==> src/rtl/pipe_elastic_stage.sv <==
// Elastic valid/ready pipeline register: DEPTH-entry in-order buffer with optional
// same-cycle bypass, synchronous flush and a saturating downstream-stall counter.
module pipe_elastic_stage #(
  parameter int WIDTH    = 32,
  parameter int DEPTH    = 2,
  parameter int PASSTHRU = 0,
  parameter int STALL_W  = 16
) (
  input  logic                         clk,
  input  logic                         rst,
  input  logic                         flush,
  input  logic                         in_valid,
  output logic                         in_ready,
  input  logic [WIDTH-1:0]             in_data,
  output logic                         out_valid,
  input  logic                         out_ready,
  output logic [WIDTH-1:0]             out_data,
  output logic [$clog2(DEPTH+1)-1:0]   count,
  output logic [STALL_W-1:0]           stall_cnt
);

  localparam int CNT_W = $clog2(DEPTH + 1);
  localparam int PTR_W = (DEPTH > 1) ? $clog2(DEPTH) : 1;
  localparam logic [CNT_W-1:0]   FULL = CNT_W'(DEPTH);
  localparam logic [PTR_W-1:0]   LAST = PTR_W'(DEPTH - 1);
  localparam logic [STALL_W-1:0] SAT  = '1;

  logic [WIDTH-1:0] mem [DEPTH];
  logic [PTR_W-1:0] rd_ptr;
  logic [PTR_W-1:0] wr_ptr;
  logic             push;
  logic             pop;
  logic             bypass;
  logic             empty;

  // Explicit wrap so non-power-of-two depths index only valid entries.
  function automatic logic [PTR_W-1:0] ptr_inc(input logic [PTR_W-1:0] p);
    return (p == LAST) ? '0 : p + 1'b1;
  endfunction

  function automatic logic [STALL_W-1:0] sat_inc(input logic [STALL_W-1:0] v);
    return (v == SAT) ? v : v + 1'b1;
  endfunction

  assign empty     = (count == '0);
  assign bypass    = (PASSTHRU != 0) && empty && in_valid && out_ready && !flush;
  assign in_ready  = (count < FULL) && !flush;
  assign out_valid = (!empty || bypass) && !flush;
  assign out_data  = bypass ? in_data : mem[rd_ptr];
  assign push      = in_valid && in_ready;
  assign pop       = out_valid && out_ready;

  // Storage stage: payload registers carry no reset.
  always_ff @(posedge clk) begin
    if (push && !bypass) mem[wr_ptr] <= in_data;
  end

  // Control stage: occupancy and pointers; rst over flush over push/pop.
  always_ff @(posedge clk) begin
    if (rst || flush) begin
      count  <= '0;
      rd_ptr <= '0;
      wr_ptr <= '0;
    end else if (!bypass) begin
      if (push) wr_ptr <= ptr_inc(wr_ptr);
      if (pop)  rd_ptr <= ptr_inc(rd_ptr);
      if (push && !pop)      count <= count + 1'b1;
      else if (!push && pop) count <= count - 1'b1;
    end
  end

  always_ff @(posedge clk) begin
    if (rst)                         stall_cnt <= '0;
    else if (out_valid && !out_ready) stall_cnt <= sat_inc(stall_cnt);
  end

`ifndef SYNTHESIS
  logic rst_seen;

  always_ff @(posedge clk) begin
    if (rst) begin
      rst_seen <= 1'b1;
    end else if (rst_seen) begin
      a_count_range: assert (count <= FULL);
      a_no_push_full: assert (!(push && count == FULL));
      a_ctrl_known: assert (!$isunknown({in_valid, out_ready}));
    end
  end
`endif

endmodule

==> config.mk <==
export PLATFORM = sky130hd
export DESIGN_NAME = pipe_elastic_stage
export DESIGN_NICKNAME = d
export VERILOG_FILES = /design/src/rtl/pipe_elastic_stage.sv
export SDC_FILE = /design/constraint.sdc
export NUM_CORES = 1
export LEC_CHECK = 0
export CAP_MARGIN = 20
export CORE_MARGIN = 2
export CORE_UTILIZATION = 35
export CTS_BUF_LIST = sky130_fd_sc_hd__clkbuf_4 sky130_fd_sc_hd__clkbuf_8 sky130_fd_sc_hd__clkbuf_16
export DETAILED_ROUTE_END_ITERATION = 16
export GPL_ROUTABILITY_DRIVEN = 1
export PLACE_DENSITY = 0.71
export SYNTH_ARGS = -nofsm -noshare
export SYNTH_HDL_FRONTEND = slang
export SYNTH_SLANG_ARGS = --single-unit
==> constraint.sdc <==
create_clock -name clk -period 2.5 [get_ports clk]
set_clock_uncertainty 0.2 [all_clocks]
set_input_delay 0.375 -clock clk [delete_from_list [all_inputs] [get_ports clk]]
set_output_delay 0.375 -clock clk [all_outputs]
set_load 0.05 [all_outputs]
# Word-level counts from Yosys, hierarchy flattened
# Memory sizes are Yosys's and may differ from the RTL's. A register that Yosys moved wholly into a read port is not among the register bits.
# Index checks and enable logic that the tools add are counted.
# word_totals
output_inout_bits,52
ramBits,64
reg_bits,20
input_bits,37
memories,1
elab_cells,37
# op_classes
n_bitwise,1
addsub,5
n_eq_ne,1
n_reduce_logical,16
n_mux,8
magnitude_cmp,1
# mem_list
name,words,word_bits,rd,rd_ports_with_merged_regs,write_ports,line,text
mem,2,32,1,1,1,28,logic [WIDTH-1:0] mem [DEPTH];
# op_table
op,count
$add 16x1->16 const B,1
$eq 16x16->1 const B,1
$logic_and 1x1->1,7
$mux 1,6
$logic_not 1->1,5
$mux 2,2
$add 1x1->1 const B,2
$add 2x1->2 const B,1
$logic_not 2->1,1
$lt 2x2->1 const B,1
$reduce_and 2->1,1
$reduce_bool 2->1,1
$sub 2x1->2 const B,1
$logic_or 1x1->1,1
$not 1->1,1

# Depth between registers and ports, before layout
# Gate-level depths: netlist (run 1).
# logic_depth
word_depth,7
mapped_depth,8
depth_no_buf,8

# Least setup slack after synthesis (run 1)
# No wires, ideal clock.
# synth_timing
kind,reg2reg
start,reg count[1]
end,mem mem[0][0] (enable)
n_path_buf,0
path_stages_with_launch,4
path_slack_ns,-1.058
arrival_ns,2.937
setup_time_ns,0.421
path_cell_list,dfxtp_1 -> nor2_1 -> nand2_1 -> nor2_1
# synth_between
elab_chain_cells,5
# synth_lines
item,line,text
start: declaration,18,"output logic [$clog2(DEPTH+1)-1:0] count,"
start signal: assignment,67,if (push && !pop) count <= count + 1'b1;
start signal: assignment,68,else if (!push && pop) count <= count - 1'b1;
$lt 2x2->1,47,assign in_ready = (count < FULL) && !flush;
$logic_and 1x1->1,47,
net in_ready,13,"output logic in_ready,"
$logic_and 1x1->1,50,assign push = in_valid && in_ready;
$mux 1,55,if (push && !bypass) mem[wr_ptr] <= in_data;
$mux 1 (not written as such),55,
end: declaration,28,
# The timed path passes the listed nets, and every way through them passes these cells.

# Worst setup path in the final report (run 1)
# layout_timing
start,reg stall_cnt[4]
end,out stall_cnt[4]
# layout_rtl
item,line,text
start: declaration,19,output logic [STALL_W-1:0] stall_cnt
start signal: assignment,74,else if (out_valid && !out_ready) stall_cnt <= sat_inc(stall_cnt);
# No word-level cell between the ends.

==> results of run 1 <==
## final timing paths
path                              from                   endpoint  slack, ps  depth (start not counted)
max          stall_cnt[4]$_SDFFE_PP0P_               stall_cnt[4]        220                          1
min reg2reg  stall_cnt[1]$_SDFFE_PP0P_  stall_cnt[1]$_SDFFE_PP0P_        350                          2
min          stall_cnt[1]$_SDFFE_PP0P_  stall_cnt[1]$_SDFFE_PP0P_        350                          2
max reg2reg  stall_cnt[0]$_SDFFE_PP0P_  stall_cnt[6]$_SDFFE_PP0P_        380                          5
## power groups by stage
| stage | Clock [uW] | Sequential [uW] | Combinational (uW) |
|---|---|---|---|
| 4_1_cts | 1090 | 1560 | 400 |
| 6_report | 1070 | 1560 | 395 |
| 3_5_place_dp | 0 | 1600 | 398 |
| 2_1_floorplan | 0 | 1600 | 169 |
| 5_1_grt | 1150 | 1570 | 414 |
| 3_3_place_gp | 0 | 1590 | 395 |
## metal layers
metal,vias to the layer above,wire [um]
met5,-,0
met4,0,67
met3,9,434
met2,69,3180
met1,1064,3030
li1,1084,-
## layout make-up
class,count,area share (%)
Clock buffer,9,2.42
Sequential cell,85,45.7
Inverter,5,0.366
Timing Repair Buffer,98,25.8
Multi-Input combinational cell,132,20.5
Clock inverter,7,1.91
Tap cell,133,3.25
## synth_stat cells, types with 2 or more instances
master,instances
nor4_1,4
mux2_2,36
clkbuf_1,4
mux2_1,2
nor3_1,10
a21oi_1,8
nand2b_1,3
nand2_1,8
o21ai_0,2
nor2_1,13
buf_1,3
ha_1,2
dfxtp_1,21
nand3_1,5
nor2b_1,7
edfxtp_1,64
a211oi_1,4
o31ai_1,2
inv_1,5
or3_1,3
xor2_1,4
## sequential cells by signal, indices dropped and copies added, names as in the netlist, named ones only
register and cells:
count 2, rd_ptr 1, stall_cnt 16, wr_ptr 1, mem 64
## stage by stage
step                power, uW  cell area [sq um]  util, %
floorplan                1770               3450        -
global placement         1990               4900     50.8
detailed placement       1990               4900     50.8
CTS                      3060               5120     53.1
global route             3130               5120     53.1
finish                   3020               5120     53.1
## cells by family (layout without fill, tap and decap cells)
group / Yosys count / after routing / share of synthesized area (%)
mux: 39 / 39 / 12.7
flops: 85 / 85 / 68.1
simple gates: 63 / 63 / 10.5
compound gates: 23 / 23 / 5.02
fa+ha+maj: 2 / 2 / 0.727
buf+inv: 14 / 119 / 1.67
xor+xnor: 5 / 5 / 1.27
==> metrics.md, run 1 <==
| Metric | Value |
|---|---|
| Status | `complete, no violations` |
| Family with the most delay on the worst path | `buffers and inverters` |
| Initial antenna violation count | `0` |
| Final Hold Viols | `0` |
| Place WS | `3.10 ps` |
| YS warnings | `0` |
| Max Slew Vio Count | `0` |
| Antenna Nets Post-Route | `0` |
| Die area | `roughly 11000 sq um` |
| Die width | `103 um` |
| Post-Syn Nets | `270` |
| Largest cells by area after synthesis | `edfxtp_1, dfxtp_1, mux2_2` |
| Core ar. | `9640 sq um` |
| Post-synthesis sequential area ratio | `68.1%` |
| Switch share | `between 20% and 30%` |
| Fin worst setup slack | `224 ps` |
| Final worst-path cycle share | `between 90% and 100%` |
| P_sw | `705 uW` |
| CTS HTree Levels | `3` |
| Power Density | `between 500 and 600 nW/um^2` |
| WL final | `6710 um` |
| Setup crit end kind | `primary output` |
| Vias per inst | `4.75` |
| Area growth, synth to finish | `48.9%` |
| GR Layer Usage met2 | `a little over a fifth` |
| TritonCTS clock tree | `done` |
| Met3 GRT Util | `4.27%` |
| Nets | `370` |
| Multi-input combinational cell area | `1050 sq um` |
| CTS resizes | `0` |
| Overflow after GRT | `0` |
| Worst-path clk slew | `90 ps` |
| Clk root buf | `clkbuf_8` |
| Filler Cell Count | `829` |
| RSZ-0062 raised after global routing | `no` |
| Worst-path cell chain | `clkdlybuf4s50_1` |
| Global-route wire length before repair | `10400 um` |
| Pin count of the biggest net entering global routing | `33` |
| Crit path largest cell delay | `880 ps` |
| Worst EP arrival | `1700 ps` |
| CTS Buffer Depth | `2` |
| N_diodes | `0` |
| Via count | `2226` |
| Port Buf Inserts | `88` |
| I/O Pins | `~90` |
| M1 GR Usage | `16.0%` |
| Crit path launch type | `flip-flop` |
| Worst hold slack | `345 ps` |
| Tot GR Track Use | `about an eighth` |
| TritonRoute pass-1 iters | `4` |
| Die Y | `103 um` |
| Crit path time final | `about 2300 ps` |
| Hold buffers post-CTS | `0` |
| Slew at the pin closest to its max-slew limit | `755 ps` |
| # DRC | `0` |
| GPL Wtd Cong | `0.816` |
| Synth Instances | `~230` |
| Pleak | `0.00178 uW` |
| Hpwl dp | `4570 um` |
| Final non-filler cell total | `roughly 470` |
| Area share of the largest cell type after synthesis | `~56%` |
| Post-synth EDFFs | `64` |
| Crit Path Class | `reg -> out` |
| Avg WL per Cell | `14.3 um` |
| Total CTS buffers | `9` |
| Post-synth top flop | `edfxtp_1` |
| Vias in the first global route | `2161` |
| Setup TNS | `0 ps` |
| Register area | `between 2000 and 2500 sq um` |
| Setup Buffers After CTS | `0` |
| CP max FO | `7` |
| Mapped Area | `between 3000 and 4000 sq um` |
| Final setup viols | `0` |
| Ys async rst share | `0%` |
| Most Crowded Layer GR | `met2` |
| P_int | `2320 uW` |
| Register bit total from synthesis | `85` |
| Hold Path Class | `reg -> reg` |
| Mean Syn Cell Area | `14.9 sq um` |
| Starting Density | `between 30% and 40%` |
| Comb pwr share | `13.1%` |
| VDD IR max | `between 0.3 and 0.4 mV` |
| Layout cells sized above 1 | `between 30% and 40%` |
| MaxCap Viol Count | `0` |
| Cell taking the most area after synthesis | `edfxtp_1` |
| Worst endpoint required time | `approximately 1900 ps` |
| Row cnt | `36` |
| Cell variety after synth | `42` |
| Dpl cells | `453` |
| Sink Count | `85` |
| WP buf/inv | `1` |
| Max-slew headroom | `49.5%` |
| Commonest cells after routing, fill and taps aside | `edfxtp_1, clkdlybuf4s50_1, mux2_2, buf_12, dfxtp_1` |
| Clock Latency Late Sink | `340 ps` |
| Initial DRC Count | `65` |
| Clock group share of total power | `between 30% and 40%` |
| F_max | `439 MHz` |
| Commonest non-fill, non-tap cell in the layout | `edfxtp_1` |
| Sequential share of power | `51.7%` |
| Slowest-stage cell, CP | `clkdlybuf4s50_1` |
(Power assumes the default switching activity.)
==> run 2: changes to the inputs <==
Settings changed: HOLD_SLACK_MARGIN set to 0.08.
==> results of run 2 <==
Same layout as run 1: the final DEF is identical, and so are final timing and power.
